### src/rtl/ahbl_lmmi_posted_bridge_if.sv
// Bus bundle between an AHB-Lite manager / LMMI subordinate environment and the
// posted-write bridge. The slave modport is the bridge's view of the signals.
interface ahbl_lmmi_posted_bridge_if #(
  parameter int unsigned DATA_WIDTH = 32,
  parameter int unsigned ADDR_WIDTH = 15
);
  logic [31:0]           ahbl_haddr_i;
  logic [DATA_WIDTH-1:0] ahbl_hwdata_i;
  logic                  ahbl_hsel_i;
  logic [1:0]            ahbl_htrans_i;
  logic                  ahbl_hwrite_i;
  logic                  ahbl_hready_i;
  logic [2:0]            ahbl_hsize_i;
  logic [2:0]            ahbl_hburst_i;
  logic [3:0]            ahbl_hprot_i;
  logic                  ahbl_hmastlock_i;
  logic [DATA_WIDTH-1:0] ahbl_hrdata_o;
  logic                  ahbl_hreadyout_o;
  logic                  ahbl_hresp_o;
  logic                  lmmi_request_o;
  logic                  lmmi_wr_rdn_o;
  logic [ADDR_WIDTH-1:0] lmmi_offset_o;
  logic [DATA_WIDTH-1:0] lmmi_wdata_o;
  logic                  lmmi_ready_i;
  logic [DATA_WIDTH-1:0] lmmi_rdata_i;
  logic                  lmmi_rdata_valid_i;

  modport slave (
    input  ahbl_haddr_i, ahbl_hwdata_i, ahbl_hsel_i, ahbl_htrans_i, ahbl_hwrite_i,
    input  ahbl_hready_i, ahbl_hsize_i, ahbl_hburst_i, ahbl_hprot_i, ahbl_hmastlock_i,
    output ahbl_hrdata_o, ahbl_hreadyout_o, ahbl_hresp_o,
    output lmmi_request_o, lmmi_wr_rdn_o, lmmi_offset_o, lmmi_wdata_o,
    input  lmmi_ready_i, lmmi_rdata_i, lmmi_rdata_valid_i
  );

  modport master (
    output ahbl_haddr_i, ahbl_hwdata_i, ahbl_hsel_i, ahbl_htrans_i, ahbl_hwrite_i,
    output ahbl_hready_i, ahbl_hsize_i, ahbl_hburst_i, ahbl_hprot_i, ahbl_hmastlock_i,
    input  ahbl_hrdata_o, ahbl_hreadyout_o, ahbl_hresp_o,
    input  lmmi_request_o, lmmi_wr_rdn_o, lmmi_offset_o, lmmi_wdata_o,
    output lmmi_ready_i, lmmi_rdata_i, lmmi_rdata_valid_i
  );
endinterface

### src/rtl/ahbl_lmmi_posted_bridge.sv
// AHB-Lite subordinate to LMMI manager bridge. Writes are posted through a small
// {offset, data} FIFO; reads wait for the FIFO to drain and time out into a
// two-cycle AHB ERROR response.
module ahbl_lmmi_posted_bridge #(
  parameter int unsigned DATA_WIDTH    = 32,
  parameter int unsigned ADDR_WIDTH    = 15,
  parameter int unsigned ADDR_LSB      = 2,
  parameter int unsigned WR_FIFO_DEPTH = 4,
  parameter int unsigned RD_TIMEOUT    = 255,
  parameter int unsigned EN_TIMEOUT_RD = 1
) (
  input  logic                              clk_i,
  input  logic                              rst_n_i,
  ahbl_lmmi_posted_bridge_if.slave          bus,
  output logic [$clog2(WR_FIFO_DEPTH):0]    wr_fifo_level_o
);

  localparam int unsigned PTR_W = $clog2(WR_FIFO_DEPTH);
  localparam int unsigned LVL_W = $clog2(WR_FIFO_DEPTH) + 1;
  localparam int unsigned TMO_W = $clog2(RD_TIMEOUT + 1);

  typedef enum logic [2:0] {
    S_IDLE, S_WDATA, S_RD_DRAIN, S_RD_REQ, S_RD_WAIT, S_ERR1, S_ERR2
  } state_t;

  typedef struct packed {
    logic [ADDR_WIDTH-1:0] offset;
    logic [DATA_WIDTH-1:0] data;
  } wr_entry_t;

  state_t                r_state, w_state_nxt;
  wr_entry_t             r_fifo [WR_FIFO_DEPTH];
  logic [PTR_W-1:0]      r_wptr, r_rptr, w_rptr_nxt;
  logic [LVL_W-1:0]      r_level, w_level_popped, w_level_nxt;
  logic [TMO_W-1:0]      r_tmo_cnt, w_tmo_cnt_nxt;
  logic [ADDR_WIDTH-1:0] r_acc_offset, w_acc_offset_nxt;

  logic                  r_hreadyout, w_hreadyout_nxt;
  logic                  r_hresp, w_hresp_nxt;
  logic [DATA_WIDTH-1:0] r_hrdata, w_hrdata_nxt;
  logic                  r_request, w_request_nxt;
  logic                  r_wr_rdn, w_wr_rdn_nxt;
  logic [ADDR_WIDTH-1:0] r_offset, w_offset_nxt;
  logic [DATA_WIDTH-1:0] r_wdata, w_wdata_nxt;

  logic                  w_acc, w_push, w_pop, w_tmo;
  logic [ADDR_WIDTH-1:0] w_haddr_offset;
  wr_entry_t             w_push_entry, w_head_nxt;
  logic                  w_unused;

  assign w_acc          = bus.ahbl_hsel_i & bus.ahbl_htrans_i[1] & bus.ahbl_hready_i & r_hreadyout;
  assign w_haddr_offset = bus.ahbl_haddr_i[ADDR_LSB +: ADDR_WIDTH];
  assign w_push         = (r_state == S_WDATA) & r_hreadyout;
  assign w_pop          = r_request & r_wr_rdn & bus.lmmi_ready_i;
  assign w_tmo          = (EN_TIMEOUT_RD != 0) && (r_tmo_cnt == TMO_W'(RD_TIMEOUT));
  assign w_push_entry   = '{offset: r_acc_offset, data: bus.ahbl_hwdata_i};
  assign w_level_popped = r_level - LVL_W'(w_pop);
  assign w_level_nxt    = w_level_popped + LVL_W'(w_push);
  assign w_rptr_nxt     = r_rptr + PTR_W'(w_pop);
  // Entry presented to LMMI next cycle; a push into an empty FIFO bypasses the array
  assign w_head_nxt     = (w_level_popped == '0) ? w_push_entry : r_fifo[w_rptr_nxt];
  assign w_unused       = ^{bus.ahbl_haddr_i, bus.ahbl_hsize_i, bus.ahbl_hburst_i,
                            bus.ahbl_hprot_i, bus.ahbl_hmastlock_i};

  // Next-state and next-output decode
  always_comb begin
    w_state_nxt      = r_state;
    w_hreadyout_nxt  = r_hreadyout;
    w_hresp_nxt      = 1'b0;
    w_hrdata_nxt     = r_hrdata;
    w_acc_offset_nxt = r_acc_offset;
    w_tmo_cnt_nxt    = r_tmo_cnt;
    w_request_nxt    = (w_level_nxt != '0);
    w_wr_rdn_nxt     = r_wr_rdn;
    w_offset_nxt     = r_offset;
    w_wdata_nxt      = r_wdata;
    if (w_level_nxt != '0) begin
      w_wr_rdn_nxt = 1'b1;
      w_offset_nxt = w_head_nxt.offset;
      w_wdata_nxt  = w_head_nxt.data;
    end
    case (r_state)
      S_IDLE, S_ERR2, S_WDATA: begin
        if ((r_state == S_WDATA) && !r_hreadyout) begin
          // stalled write data phase: release once a pop frees a slot
          w_hreadyout_nxt = (w_level_nxt < LVL_W'(WR_FIFO_DEPTH));
        end else if (w_acc && bus.ahbl_hwrite_i) begin
          w_state_nxt      = S_WDATA;
          w_acc_offset_nxt = w_haddr_offset;
          w_hreadyout_nxt  = (w_level_nxt < LVL_W'(WR_FIFO_DEPTH));
        end else if (w_acc) begin
          w_acc_offset_nxt = w_haddr_offset;
          w_tmo_cnt_nxt    = '0;
          w_hreadyout_nxt  = 1'b0;
          if (w_level_nxt == '0) begin
            w_state_nxt   = S_RD_REQ;
            w_request_nxt = 1'b1;
            w_wr_rdn_nxt  = 1'b0;
            w_offset_nxt  = w_haddr_offset;
          end else begin
            w_state_nxt = S_RD_DRAIN;
          end
        end else begin
          w_state_nxt     = S_IDLE;
          w_hreadyout_nxt = 1'b1;
        end
      end
      S_RD_DRAIN: begin
        if (w_level_nxt == '0) begin
          w_state_nxt   = S_RD_REQ;
          w_request_nxt = 1'b1;
          w_wr_rdn_nxt  = 1'b0;
          w_offset_nxt  = r_acc_offset;
        end
      end
      S_RD_REQ, S_RD_WAIT: begin
        w_request_nxt = (r_state == S_RD_REQ);
        w_wr_rdn_nxt  = 1'b0;
        if (r_tmo_cnt != '1) begin
          w_tmo_cnt_nxt = r_tmo_cnt + TMO_W'(1);
        end
        if (bus.lmmi_rdata_valid_i) begin
          w_state_nxt     = S_IDLE;
          w_request_nxt   = 1'b0;
          w_hrdata_nxt    = bus.lmmi_rdata_i;
          w_hreadyout_nxt = 1'b1;
        end else if (w_tmo) begin
          w_state_nxt   = S_ERR1;
          w_request_nxt = 1'b0;
          w_hrdata_nxt  = '0;
          w_hresp_nxt   = 1'b1;
        end else if ((r_state == S_RD_REQ) && bus.lmmi_ready_i) begin
          w_state_nxt   = S_RD_WAIT;
          w_request_nxt = 1'b0;
        end
      end
      S_ERR1: begin
        w_state_nxt     = S_ERR2;
        w_hreadyout_nxt = 1'b1;
        w_hresp_nxt     = 1'b1;
      end
      default: begin
        w_state_nxt     = S_IDLE;
        w_hreadyout_nxt = 1'b1;
      end
    endcase
  end

  // State, pointer and output registers
  always_ff @(posedge clk_i) begin
    if (!rst_n_i) begin
      r_state      <= S_IDLE;
      r_wptr       <= '0;
      r_rptr       <= '0;
      r_level      <= '0;
      r_tmo_cnt    <= '0;
      r_acc_offset <= '0;
      r_hreadyout  <= 1'b1;
      r_hresp      <= 1'b0;
      r_hrdata     <= '0;
      r_request    <= 1'b0;
      r_wr_rdn     <= 1'b0;
      r_offset     <= '0;
      r_wdata      <= '0;
    end else begin
      r_state      <= w_state_nxt;
      r_wptr       <= r_wptr + PTR_W'(w_push);
      r_rptr       <= w_rptr_nxt;
      r_level      <= w_level_nxt;
      r_tmo_cnt    <= w_tmo_cnt_nxt;
      r_acc_offset <= w_acc_offset_nxt;
      r_hreadyout  <= w_hreadyout_nxt;
      r_hresp      <= w_hresp_nxt;
      r_hrdata     <= w_hrdata_nxt;
      r_request    <= w_request_nxt;
      r_wr_rdn     <= w_wr_rdn_nxt;
      r_offset     <= w_offset_nxt;
      r_wdata      <= w_wdata_nxt;
    end
  end

  // Posted-write storage; emptiness is tracked by the reset pointers
  always_ff @(posedge clk_i) begin
    if (w_push) begin
      r_fifo[r_wptr] <= w_push_entry;
    end
  end

  assign bus.ahbl_hrdata_o    = r_hrdata;
  assign bus.ahbl_hreadyout_o = r_hreadyout;
  assign bus.ahbl_hresp_o     = r_hresp;
  assign bus.lmmi_request_o   = r_request;
  assign bus.lmmi_wr_rdn_o    = r_wr_rdn;
  assign bus.lmmi_offset_o    = r_offset;
  assign bus.lmmi_wdata_o     = r_wdata;
  assign wr_fifo_level_o      = r_level;

endmodule

### src/flat_wrapper.sv
// flat-port wrapper written by rule: the top's interface ports become plain ports
module ahbl_lmmi_posted_bridge_flat 
#(
  parameter int unsigned DATA_WIDTH    = 32,
  parameter int unsigned ADDR_WIDTH    = 15,
  parameter int unsigned ADDR_LSB      = 2,
  parameter int unsigned WR_FIFO_DEPTH = 4,
  parameter int unsigned RD_TIMEOUT    = 255,
  parameter int unsigned EN_TIMEOUT_RD = 1
)
  (clk_i, rst_n_i, wr_fifo_level_o, bus_ahbl_haddr_i, bus_ahbl_hwdata_i, bus_ahbl_hsel_i, bus_ahbl_htrans_i, bus_ahbl_hwrite_i, bus_ahbl_hready_i, bus_ahbl_hsize_i, bus_ahbl_hburst_i, bus_ahbl_hprot_i, bus_ahbl_hmastlock_i, bus_ahbl_hrdata_o, bus_ahbl_hreadyout_o, bus_ahbl_hresp_o, bus_lmmi_request_o, bus_lmmi_wr_rdn_o, bus_lmmi_offset_o, bus_lmmi_wdata_o, bus_lmmi_ready_i, bus_lmmi_rdata_i, bus_lmmi_rdata_valid_i);
  ahbl_lmmi_posted_bridge_if #(.DATA_WIDTH(DATA_WIDTH), .ADDR_WIDTH(ADDR_WIDTH)) bus_i ();
  input  logic clk_i;
  input  logic rst_n_i;
  output logic [$clog2(WR_FIFO_DEPTH):0] wr_fifo_level_o;
  input wire logic [$bits(bus_i.ahbl_haddr_i)-1:0] bus_ahbl_haddr_i;
  input wire logic [$bits(bus_i.ahbl_hwdata_i)-1:0] bus_ahbl_hwdata_i;
  input wire logic [$bits(bus_i.ahbl_hsel_i)-1:0] bus_ahbl_hsel_i;
  input wire logic [$bits(bus_i.ahbl_htrans_i)-1:0] bus_ahbl_htrans_i;
  input wire logic [$bits(bus_i.ahbl_hwrite_i)-1:0] bus_ahbl_hwrite_i;
  input wire logic [$bits(bus_i.ahbl_hready_i)-1:0] bus_ahbl_hready_i;
  input wire logic [$bits(bus_i.ahbl_hsize_i)-1:0] bus_ahbl_hsize_i;
  input wire logic [$bits(bus_i.ahbl_hburst_i)-1:0] bus_ahbl_hburst_i;
  input wire logic [$bits(bus_i.ahbl_hprot_i)-1:0] bus_ahbl_hprot_i;
  input wire logic [$bits(bus_i.ahbl_hmastlock_i)-1:0] bus_ahbl_hmastlock_i;
  output wire logic [$bits(bus_i.ahbl_hrdata_o)-1:0] bus_ahbl_hrdata_o;
  output wire logic [$bits(bus_i.ahbl_hreadyout_o)-1:0] bus_ahbl_hreadyout_o;
  output wire logic [$bits(bus_i.ahbl_hresp_o)-1:0] bus_ahbl_hresp_o;
  output wire logic [$bits(bus_i.lmmi_request_o)-1:0] bus_lmmi_request_o;
  output wire logic [$bits(bus_i.lmmi_wr_rdn_o)-1:0] bus_lmmi_wr_rdn_o;
  output wire logic [$bits(bus_i.lmmi_offset_o)-1:0] bus_lmmi_offset_o;
  output wire logic [$bits(bus_i.lmmi_wdata_o)-1:0] bus_lmmi_wdata_o;
  input wire logic [$bits(bus_i.lmmi_ready_i)-1:0] bus_lmmi_ready_i;
  input wire logic [$bits(bus_i.lmmi_rdata_i)-1:0] bus_lmmi_rdata_i;
  input wire logic [$bits(bus_i.lmmi_rdata_valid_i)-1:0] bus_lmmi_rdata_valid_i;
  assign bus_i.ahbl_haddr_i = bus_ahbl_haddr_i;
  assign bus_i.ahbl_hwdata_i = bus_ahbl_hwdata_i;
  assign bus_i.ahbl_hsel_i = bus_ahbl_hsel_i;
  assign bus_i.ahbl_htrans_i = bus_ahbl_htrans_i;
  assign bus_i.ahbl_hwrite_i = bus_ahbl_hwrite_i;
  assign bus_i.ahbl_hready_i = bus_ahbl_hready_i;
  assign bus_i.ahbl_hsize_i = bus_ahbl_hsize_i;
  assign bus_i.ahbl_hburst_i = bus_ahbl_hburst_i;
  assign bus_i.ahbl_hprot_i = bus_ahbl_hprot_i;
  assign bus_i.ahbl_hmastlock_i = bus_ahbl_hmastlock_i;
  assign bus_ahbl_hrdata_o = bus_i.ahbl_hrdata_o;
  assign bus_ahbl_hreadyout_o = bus_i.ahbl_hreadyout_o;
  assign bus_ahbl_hresp_o = bus_i.ahbl_hresp_o;
  assign bus_lmmi_request_o = bus_i.lmmi_request_o;
  assign bus_lmmi_wr_rdn_o = bus_i.lmmi_wr_rdn_o;
  assign bus_lmmi_offset_o = bus_i.lmmi_offset_o;
  assign bus_lmmi_wdata_o = bus_i.lmmi_wdata_o;
  assign bus_i.lmmi_ready_i = bus_lmmi_ready_i;
  assign bus_i.lmmi_rdata_i = bus_lmmi_rdata_i;
  assign bus_i.lmmi_rdata_valid_i = bus_lmmi_rdata_valid_i;
  ahbl_lmmi_posted_bridge #(.DATA_WIDTH(DATA_WIDTH), .ADDR_WIDTH(ADDR_WIDTH), .ADDR_LSB(ADDR_LSB), .WR_FIFO_DEPTH(WR_FIFO_DEPTH), .RD_TIMEOUT(RD_TIMEOUT), .EN_TIMEOUT_RD(EN_TIMEOUT_RD)) u_core (.clk_i(clk_i), .rst_n_i(rst_n_i), .bus(bus_i), .wr_fifo_level_o(wr_fifo_level_o));
endmodule
### config.mk
export PLATFORM = sky130hd
export DESIGN_NAME = ahbl_lmmi_posted_bridge_flat
export DESIGN_NICKNAME = d
export VERILOG_FILES = /design/src/rtl/ahbl_lmmi_posted_bridge_if.sv /design/src/rtl/ahbl_lmmi_posted_bridge.sv /design/src/flat_wrapper.sv
export SDC_FILE = /design/constraint.sdc
export NUM_CORES = 1
export LEC_CHECK = 0
export CORE_UTILIZATION = 53
export DETAILED_ROUTE_END_ITERATION = 8
export PLACE_DENSITY = 0.87
export SYNTH_ARGS = -nofsm -noshare
export SYNTH_HDL_FRONTEND = slang
export SYNTH_SLANG_ARGS = --single-unit
### constraint.sdc
create_clock -name clk_i -period 6.6 [get_ports clk_i]
set_clock_uncertainty 0.15 [all_clocks]
set_input_delay 1.32 -clock clk_i [delete_from_list [all_inputs] [get_ports clk_i]]
set_output_delay 1.32 -clock clk_i [all_outputs]
set_load 0.005 [all_outputs]
**Yosys cells after proc, flatten, opt, wreduce, memory -nomap -nowiden**

Memories as Yosys holds them, arrays and structs flattened.
Index checks and enable logic that the tools add are counted.
Widths: inputs -> output; s select.

- Memories kept: 1
- Register bits: 116
- Logic and storage cells: 111
- Memory bits (writable): 188

Memories:

| memory | depth | width | rd ports | clocked after Yosys merged registers in | wr ports | RTL line | text |
|---|---|---|---|---|---|---|---|
| u_core.r_fifo | 4 | 47 | 1 | 0 | 1 | ahbl_lmmi_posted_bridge.sv:32 | `wr_entry_t r_fifo [WR_FIFO_DEPTH];` |

- $lt $le $gt $ge: 1
- Reduce and logical (&&, ||, !) cells: 18
- Add/subtract/negate cells: 5
- Mux-type cells: 50
- Bitwise operators: 8
- Equal/unequal tests: 15

Operator list:

| cell | number |
|---|---|
| $mux 15 | 8 |
| $mux 32 | 2 |
| $mux 47 | 1 |
| $mux 8 | 4 |
| $pmux 15 s2 | 1 |
| $mux 1 | 21 |
| $mux 3 | 6 |
| $pmux 8 s2 | 1 |
| $pmux 3 s4 | 1 |
| $eq 3x3->1 const B | 3 |
| $logic_not 3->1 | 3 |
| $pmux 1 s3 | 3 |
| $add 8x1->8 const B | 1 |
| $eq 8x8->1 const B | 1 |
| $ne 8x8->1 const B | 1 |
| $and 1x1->1 | 6 |
| $eq 3x2->1 const B | 2 |
| $ne 2x1->1 const B | 3 |
| $ne 2x2->1 const B | 3 |
| $reduce_and 3->1 | 2 |
| $reduce_bool 2->1 | 3 |
| $reduce_and 5->1 | 1 |
| $add 2x1->2 | 2 |
| $ne 4x2->1 const B | 1 |
| 13 further kinds | 17 |

**Depth between registers and ports, before layout**

Gate-level depths: netlist (run 1).

- Depth in word-level cells: 11
- Mapped depth: 12

**Worst setup path after synthesis (run 1)**

Ideal clock, no wire load.

- Path kind: register to register
- From: register u_core.r_state[1]
- To: memory u_core.r_fifo[2][0] in the netlist's numbering (enable)
- Arrival: 4.314 ns
- Buffers on the path: 1
- Stages on the path, launching flop included: 5
- Path slack: 1.616 ns
- Cells stage by stage: dfxtp_1 -> buf_2 -> nor2_1 -> nand3_1 -> nor3b_1

- Cells in the longest elaborated chain, start to end: 4

Ends and longest elaborated chain:

| what | RTL line | text |
|---|---|---|
| start: declaration | ahbl_lmmi_posted_bridge.sv:31 | `state_t r_state, w_state_nxt;` |
| start signal: assignment | ahbl_lmmi_posted_bridge.sv:166 | `r_state <= w_state_nxt;` |
| $eq 3x1->1 | ahbl_lmmi_posted_bridge.sv:53 | `assign w_push = (r_state == S_WDATA) & r_hreadyout;` |
| $and 1x1->1 | ahbl_lmmi_posted_bridge.sv:53 |  |
| $mux 1 | ahbl_lmmi_posted_bridge.sv:184 | `if (w_push) begin` |
| $mux 1 (not written as such) | ahbl_lmmi_posted_bridge.sv:185 | `r_fifo[r_wptr] <= w_push_entry;` |
| end: declaration | ahbl_lmmi_posted_bridge.sv:32 |  |

Every way passes these cells.

**Worst setup path in the final report (run 1)**

- From: input port bus_lmmi_ready_i
- To: register u_core.r_wr_rdn (netlist: u_core.bus.lmmi_wr_rdn_o)

- Cells in the longest elaborated chain, start to end: 10
- Elaborated cells between the ends (all ways): 11

Ends and longest elaborated chain:

| what | RTL line | text |
|---|---|---|
| start: declaration | flat_wrapper.sv:33 | `input wire logic [$bits(bus_i.lmmi_ready_i)-1:0] bus_lmmi_ready_i;` |
| $and 1x1->1 * | ahbl_lmmi_posted_bridge.sv:54 | `assign w_pop = r_request & r_wr_rdn & bus.lmmi_ready_i;` |
| $sub 3x1->3 * | ahbl_lmmi_posted_bridge.sv:57 | `assign w_level_popped = r_level - LVL_W'(w_pop);` |
| $add 3x1->3 * | ahbl_lmmi_posted_bridge.sv:58 | `assign w_level_nxt = w_level_popped + LVL_W'(w_push);` |
| $reduce_bool 3->1 | ahbl_lmmi_posted_bridge.sv:77 | `if (w_level_nxt != '0) begin` |
| $mux 1 | ahbl_lmmi_posted_bridge.sv:77 |  |
| $mux 1 | ahbl_lmmi_posted_bridge.sv:95, ahbl_lmmi_posted_bridge.sv:109 |  |
| $mux 1 | ahbl_lmmi_posted_bridge.sv:91 | `end else if (w_acc) begin` |
| $mux 1 | ahbl_lmmi_posted_bridge.sv:87 | `end else if (w_acc && bus.ahbl_hwrite_i) begin` |
| $mux 1 | ahbl_lmmi_posted_bridge.sv:84 | `if ((r_state == S_WDATA) && !r_hreadyout) begin` |
| $pmux 1 s3 * | ahbl_lmmi_posted_bridge.sv:82 | `case (r_state)` |
| end signal: assignment | ahbl_lmmi_posted_bridge.sv:176 | `r_wr_rdn <= w_wr_rdn_nxt;` |
| end: declaration | ahbl_lmmi_posted_bridge.sv:42 | `logic r_wr_rdn, w_wr_rdn_nxt;` |

Every way passes the cells marked *; elsewhere a longest branch is shown, timed or not.
A chain may end at the register's enable or synchronous reset.

==> metrics, run 1 <==
Final Cycle Share 62.4%; Overflow after GRT 0; die area 23,500 µm²; Num CTS Buffers 30; post-synthesis sequential area ratio 65.6%; GPL Wtd Cong 0.842; flop-to-flop setup slack 3180 ps; Worst Max-Slew Pin Slew 1280 ps; crit path launch type input pin; number of global-route vias before repair 8,118; Antenna Cells 0; initial core utilization 53.8%; Residual DRC 0; Slowest cell on crit path or3_4; sequential power share 47.3%; RSZ-0062 raised after global routing false; Worst path max stage delay 780 ps; status finished clean; CTS tree built; crit-path leading delay family simple AND/OR/NAND/NOR gates; remaining antenna violation count 0; Leak 4.93 nW; Port Buffers 172; MaxCap Viol Count 0; WP buf/inv 2; Distinct cells, synth 54; fmax 0.243 GHz; r2r worst-path depth 9; Mean Syn Cell Area 13.8 µm²; P_sw 1.18 mW; largest net degree at the start of global routing 84; Critical Path Fanout Max 83; area of the core 22,600 µm²; initial antenna violation count 0; Post-Syn Nets 1,004; post-synth top area cell edfxtp_1; clk buf depth 3; Final Critical Period 4120 ps; # IOs 202; post-DP HPWL 15.8 mm; Max VDD drop 0.292 mV; Most used DFF post-synth edfxtp_1; Clk pwr share 35.7%; final count of negative-setup-slack endpoints 0; Async SR Flop Fraction 0%; drt pass-1 iters 5; most used cell, CP ha_1; Final Instance Area 15,000 µm²; clk root buf clkbuf_16; final core utilization 66.6%; Final Hold Viols 0; die height 153 µm; critical-path cell list clkdlybuf4s50_1, and3_1, ha_1, inv_1, ha_1, ha_1, xor3_2, or3_4, o21ai_0, a221oi_1; Synth top cells by count edfxtp_1 (188), nand2_1 (122), dfxtp_1 (116); ranking of synthesized cells by area edfxtp_1 (46%), dfxtp_1 (19%), mux4_2 (8.7%), nand2_1 (3.8%), o21ai_0 (2.8%); per-cell routed wire length 20.6 µm; synthesized flop and latch total 304; Area after DPL 14,100 µm²; Setup Buffers After CTS 0; Post-Syn Instances 882; Initial DRC Count 715; number of cells upsized or downsized after cts 0; clock slew at reported path FFs 60 ps; Switching Share 25.3%; total track usage 23.9%; worst hold path depth 2; top-count cell post-synth edfxtp_1; Arr. time, crit path 4410 ps; Pwr Density 311 nW/µm²; EDFF count, synth 188; setup_tns 0 ps; die width 153 µm; first-pass GRT wire length 44.3 mm; Crit. End Element register; P&R area growth vs syn 23.7%; Clk Latency, worst-skew pair 550 ps; Mapped Area 12,100 µm²; non-filler instance count after layout 1,345; Internal 3.49 mW; critical path class in2reg; Final Max Slew Viols 0; Pwr Total 4.67 mW; Crit path required time 6890 ps; cts-stage hold buffer count 0; H-tree Lvls 1; clock sinks 304; vias per cell 6.05; via count 8,134; worst hold path type reg2reg; top cell type's share of synthesized area 46.5%; row count 55; slew margin rel. 14.4%; Layout fillers 1,591; cell count after placement 1,290; Comb power frac 16.9%; Yosys warning total 0; Worst path depth 10; routed wire length 27.8 mm; fraction of layout cells with a size suffix above 1 13.7%; Layout Nets 1,159
[logic make-up (layout without fill, tap and decap cells)]
kind of cell / after synthesis / count (layout) / share of synthesized area, %
flip-flops: 304 / 304 / 65.6
AO/OA/AOI/OAI: 215 / 215 / 12.1
AND/OR/NAND/NOR: 212 / 212 / 7.92
buffers and inverters: 74 / 252 / 3.02
multiplexers: 66 / 66 / 10.3
adder cells (fa/ha/maj): 6 / 6 / 0.618
XOR/XNOR: 5 / 5 / 0.494
[power groups by stage]
stage	logic [mW]	registers, mW	clock network (mW)
finish	0.792	2.21	1.67
global route	0.859	2.22	1.77
CTS	0.796	2.21	1.70
detailed placement	0.788	2.25	0
global placement	0.766	2.24	0
floorplan	0.428	2.24	0
[worst register-to-register path, cell delays in order, from the launching register on]
cell,delay [ps]
dfxtp_1,640
nor2_1,160
nand3_1,190
inv_1,110
ha_1,210
ha_1,210
xor3_2,270
or3_4,780
o21ai_0,270
a221oi_1,320
[state kept, by name (all words and copies together) (netlist names)]
register,cells
u_core.bus.ahbl_hreadyout_o,1
u_core.r_rptr,2
u_core.bus.ahbl_hresp_o,1
u_core.wr_fifo_level_o,3
u_core.r_fifo,188
u_core.bus.ahbl_hrdata_o,32
u_core.r_acc_offset,15
u_core.bus.lmmi_wdata_o,32
u_core.r_wptr,2
u_core.r_state,3
u_core.bus.lmmi_wr_rdn_o,1
u_core.bus.lmmi_offset_o,15
u_core.r_tmo_cnt,8
u_core.bus.lmmi_request_o,1
[per-stage QoR]
step | hold slack (ps) | setup WS [ps]
floorplan | 314 | 1620
global placement | 305 | 2120
detailed placement | 313 | 1990
CTS | 322 | 2530
global route | 335 | 2340
finish | 319 | 2480
[cells in the final DEF, fill, tap and decap left out, types with 2 or more instances in the layout]
cell type | synthesis | final
a211oi_1 | 5 | 5
a21oi_1 | 56 | 54
a21oi_2 | 1 | 3
a221oi_1 | 12 | 12
a221oi_2 | 20 | 20
a31oi_1 | 33 | 33
and2_1 | 10 | 9
and3_1 | 3 | 2
and4_1 | 2 | 2
buf_4 | 2 | 13
bufinv_16 | 0 | 3
clkbuf_1 | 34 | 3
clkbuf_16 | 0 | 31
clkdlybuf4s50_1 | 0 | 171
clkinv_1 | 0 | 8
clkinv_2 | 0 | 6
clkinv_4 | 0 | 2
dfxtp_1 | 116 | 116
edfxtp_1 | 188 | 188
ha_1 | 6 | 5
inv_1 | 11 | 11
mux2i_1 | 19 | 19
mux4_2 | 47 | 47
nand2_1 | 122 | 121
nand2b_1 | 4 | 4
nand3_1 | 22 | 22
nand3b_1 | 3 | 3
nand4_1 | 4 | 4
nor2_1 | 23 | 22
nor3_1 | 5 | 4
o211ai_1 | 3 | 3
o21a_1 | 2 | 2
o21ai_0 | 68 | 68
o21ai_1 | 3 | 3
o22ai_1 | 2 | 2
or2_2 | 2 | 2
or3_1 | 6 | 6
xnor2_1 | 2 | 2
[metal layers]
layer	vias up	track usage, %	wire length, µm
li1	3684	-	-
met1	4062	32.4	11600
met2	341	39.4	13500
met3	47	4.42	2090
met4	0	6.95	554
met5	-	0	0
[worst paths after layout]
check	endpoint	startpoint
max	u_core.bus.lmmi_wr_rdn_o	bus_lmmi_ready_i
min	u_core.bus.ahbl_hrdata_o[11]	u_core.bus.ahbl_hrdata_o[11]
max reg2reg	u_core.bus.lmmi_wr_rdn_o	u_core.r_state[1]
min reg2reg	u_core.bus.ahbl_hrdata_o[11]	u_core.bus.ahbl_hrdata_o[11]
[area by class of cell]
cell class              instances  area [µm²]  area share (%)
flip-flops and latches        304        7970            53.0
multi-input cells             504        3870            25.8
repair buffers                185        1810            12.1
clock buffers                  34         787            5.24
well taps                     285         357            2.37
clock inverters                21         184            1.22
inverters                      12        45.0           0.300
No activity file was read; power rests on OpenSTA's default activity.
==> run 2: changes to the inputs <==
clock period = 4 ns   (was 6.6 ns; I/O delays follow)
==> run 2 against run 1 <==
Effect of this change:
- die area is the same
- sequential cell count unchanged
- register-to-register slack worse by 2400 ps
- global-route usage is 0.24 points higher
- hold slack barely moved
- cell area up 1.1%
- combinational power grew 70%
==> metrics, run 2 (same netlist as run 1, synthesis figures left out) <==
Clk pwr share 35.6%; Residual DRC 0; Arr. time, crit path 3580 ps; remaining antenna violation count 0; number of cells upsized or downsized after cts 0; Comb power frac 17.4%; die height 153 µm; met2 usage 40.4%; # IOs 202; fraction of layout cells with a size suffix above 1 14.6%; fmax 0.297 GHz; footprint of the multi-input gates 3890 µm²; Final Instance Area 15,200 µm²; setup_tns 0 ps; non-filler instance count after layout 1,356; worst hold path type reg2reg; Crit. End Element register; total track usage 24.1%; drt pass-1 iters 5; MaxCap Viol Count 0; vias per cell 5.95; H-tree Lvls 1; final core utilization 67.3%; status finished clean; Port Buffers 172; Internal 5.80 mW; Layout fillers 1,554; pre-CTS WS 70.1 ps; CTS tree built; P&R area growth vs syn 25.1%; met3 GRT Util 4.56%; Critical Path Fanout Max 42; most frequent cells in the layout edfxtp_1 (188), clkdlybuf4s50_1 (171), nand2_1 (121); Pwr Density 511 nW/µm²; Max VDD drop 0.474 mV; GPL Wtd Cong 0.803; Final Cycle Share 84.1%; area of the core 22,600 µm²; routed wire length 27.8 mm; Worst Max-Slew Pin Slew 1270 ps; first-pass GRT wire length 44.5 mm; Final Critical Period 3370 ps; Clk Latency, worst-skew pair 550 ps; Initial DRC Count 923; critical path class in2reg; worst hold path depth 2; sequential power share 47.1%; Layout Nets 1,169; largest register by flop count u_core.r_fifo; Setup Buffers After CTS 0; register area 7970 µm²; P_sw 1.96 mW; clock sinks 304; initial core utilization 53.8%; Overflow after GRT 0; final count of negative-setup-slack endpoints 0; RSZ-0062 raised after global routing false; largest net degree at the start of global routing 53; number of global-route vias before repair 8,252; GRT met1 Usage 31.8%; Num CTS Buffers 30; cts-stage hold buffer count 0; Final Max Slew Viols 0; clk root buf clkbuf_16; r2r worst-path depth 9; Leak 4.99 nW; via count 8,063; per-cell routed wire length 20.5 µm; clock slew at reported path FFs 60 ps; max reg flops 188; post-DP HPWL 16.6 mm; commonest non-fill, non-tap cell in the layout edfxtp_1; Crit path required time 4210 ps; slew margin rel. 15.0%; GRT busiest layer met2; initial antenna violation count 1; row count 55; Area after DPL 14,200 µm²; Final Hold Viols 0; clk buf depth 3; crit path launch type input pin; Antenna Cells 0; Switching Share 25.3%; cell count after placement 1,300; die width 153 µm; final worst slack 634 ps; die area 23,500 µm²
==> run 2: power groups by stage <==
stage          Sequential, mW  Clock, mW  Combinational (mW)
5_1_grt                  3.67       2.93                1.46
3_3_place_gp             3.71          0                1.30
6_report                 3.65       2.76                1.35
2_1_floorplan            3.70          0               0.707
3_5_place_dp             3.71          0                1.34
4_1_cts                  3.65       2.81                1.35
==> run 2: per-layer routing <==
| layer | part of all wire, % | up-vias |
|---|---|---|
| li1 | - | 3716 |
| met1 | 41 | 3933 |
| met2 | 49 | 369 |
| met3 | 7.5 | 45 |
| met4 | 2.2 | 0 |
| met5 | 0 | - |
==> run 2: stage by stage <==
stage,hold WS [ps],power (mW)
3_5_place_dp,313,5.05
4_1_cts,322,7.81
3_3_place_gp,306,5.01
6_report,319,7.76
5_1_grt,337,8.06
2_1_floorplan,314,4.40
==> run 2: final timing paths <==
check                                 end                        start  slack (ps)
max          u_core.bus.lmmi_offset_o[13]             bus_lmmi_ready_i         630
min           u_core.bus.ahbl_hrdata_o[3]  u_core.bus.ahbl_hrdata_o[3]         320
max reg2reg  u_core.bus.lmmi_offset_o[13]            u_core.r_state[1]         800
min reg2reg   u_core.bus.ahbl_hrdata_o[3]  u_core.bus.ahbl_hrdata_o[3]         320
==> run 2: layout make-up <==
class / instances / area share [%]
clock inverter: 19 / 1.18
sequential: 304 / 52.4
timing repair buffer: 195 / 12.9
inverter: 12 / 0.296
multi-input combinational: 504 / 25.6
tap: 285 / 2.35
clock buffer: 37 / 5.25
==> run 2: critical path, cell delays in order <==
cell,delay (ps)
clkdlybuf4s50_1,540
and3_1,290
ha_1,270
inv_1,60
ha_1,140
ha_1,150
xor3_2,260
or3_4,580
a221oi_1,340
a221oi_1,130
==> run 3: changes to the inputs <==
clock period = 3.3 ns   (was 4 ns; I/O delays follow)
==> run 3 against run 2 <==
Effect of this change:
- sequential share of layout area is 0.62 points lower
- non-clock buffer count up 14
- cell area is 1.2% higher
- total power up 22%
- via count is 1.5% higher
- first-iteration DRC count is 26% lower
- critical path depth rose by 1
- core utilization up 0.80 points
==> metrics, run 3 (same netlist as run 1, synthesis figures left out) <==
most used cell, CP ha_1; worst hold path type reg2reg; clk buf depth 3; number of cells upsized or downsized after cts 0; MaxCap Viol Count 0; Area after DPL 14,400 µm²; GPL Wtd Cong 0.865; commonest non-fill, non-tap cell in the layout edfxtp_1; drt pass-1 iters 5; Clk Latency, worst-skew pair 550 ps; critical path class in2reg; # IOs 202; fmax 0.321 GHz; status finished clean; vias per cell 5.97; Final Critical Period 3120 ps; P&R area growth vs syn 26.6%; routed wire length 28.0 mm; clk root buf clkbuf_16; first-pass GRT wire length 44.6 mm; slew margin rel. 16.6%; Overflow after GRT 0; area of the core 22,600 µm²; via count 8,181; Layout Nets 1,183; per-cell routed wire length 20.5 µm; largest register by flop count u_core.r_fifo; Slowest cell on crit path clkdlybuf4s50_1; Crit path required time 3570 ps; RSZ-0062 raised after global routing false; clock slew at reported path FFs 60 ps; CTS tree built; Final Cycle Share 94.4%; Final Hold Viols 0; row count 55; Initial DRC Count 687; H-tree Lvls 1; hold slack 319 ps; die height 153 µm; crit-path leading delay family buffers and inverters; total track usage 24.0%; critical-path cell list clkdlybuf4s50_1, and3_1, ha_1, inv_1, ha_1, ha_1, xor3_2, or3_4, buf_4, o21ai_0, a221oi_1; largest net degree at the start of global routing 50; remaining antenna violation count 0; Worst path max stage delay 490 ps; Port Buffers 172; Antenna Cells 0; die width 153 µm; most frequent cells in the layout edfxtp_1 (188), clkdlybuf4s50_1 (171), nand2_1 (121); crit path launch type input pin; Layout fillers 1,502; cts-stage hold buffer count 0; WP buf/inv 3; Crit. End Element register; Critical Path Fanout Max 15; initial core utilization 53.8%; post-DP HPWL 16.7 mm; Residual DRC 0; clock sinks 304; Num CTS Buffers 30; Max VDD drop 0.496 mV; Leak 5.08 nW; Arr. time, crit path 3380 ps; initial antenna violation count 0; number of global-route vias before repair 8,316; Pwr Density 614 nW/µm²; final count of negative-setup-slack endpoints 0; Final Max Slew Viols 0; die area 23,500 µm²; Worst Max-Slew Pin Slew 1250 ps; Final Instance Area 15,400 µm²; Setup Buffers After CTS 0; fraction of layout cells with a size suffix above 1 15.4%; max reg flops 188
run 3: path summary, 6_finish.rpt:
path,start,cells past startpoint,to,slack (ps)
setup / recovery,bus_lmmi_ready_i,11,u_core.bus.lmmi_wr_rdn_o,180
hold / removal,u_core.bus.ahbl_hrdata_o[31],2,u_core.bus.ahbl_hrdata_o[31],320
setup reg to reg,u_core.r_state[0],9,u_core.bus.lmmi_wr_rdn_o,370
hold reg to reg,u_core.bus.ahbl_hrdata_o[31],2,u_core.bus.ahbl_hrdata_o[31],320
run 3: cell type report:
cell class	count	area, µm²	share of cell area (%)
clock buffer	41	812	5.28
multi-input combinational	504	3890	25.3
inverter	12	45.0	0.293
timing repair buffer	209	2170	14.1
clock inverter	15	141	0.919
sequential	304	7970	51.8
tap	285	357	2.32
run 3: power breakdown:
group | internal (mW) | switching (mW) | total (mW)
registers | 4.27 | 0.151 | 4.43
clock network | 1.88 | 1.40 | 3.28
logic | 0.876 | 0.853 | 1.73
run 3: through the flow:
stage,power [mW],setup TNS [ps],instances,worst slack [ps],util [%]
after floorplan,5.34,0,882,372,-
after global placement,6.17,-9910,1314,-253,63.9
after detailed placement,6.21,-11180,1314,-318,63.9
after CTS,9.49,0,1370,215,68.1
after global routing,9.79,0,1370,52.2,68.1
final,9.44,0,1370,184,68.1
run 3: worst min-delay path, cell delays in order (launching register included):
cell     delay (ps)
dfxtp_1         300
o21ai_0          60
a21oi_1          60
run 3: metal layers:
metal  GRT usage (%)  part of all wire, %  up-vias
li1                -                    -     3721
met1            32.1                   41     4061
met2            40.5                   49      345
met3            3.91                  7.1       54
met4            7.38                  2.5        0
met5               0                    0        -
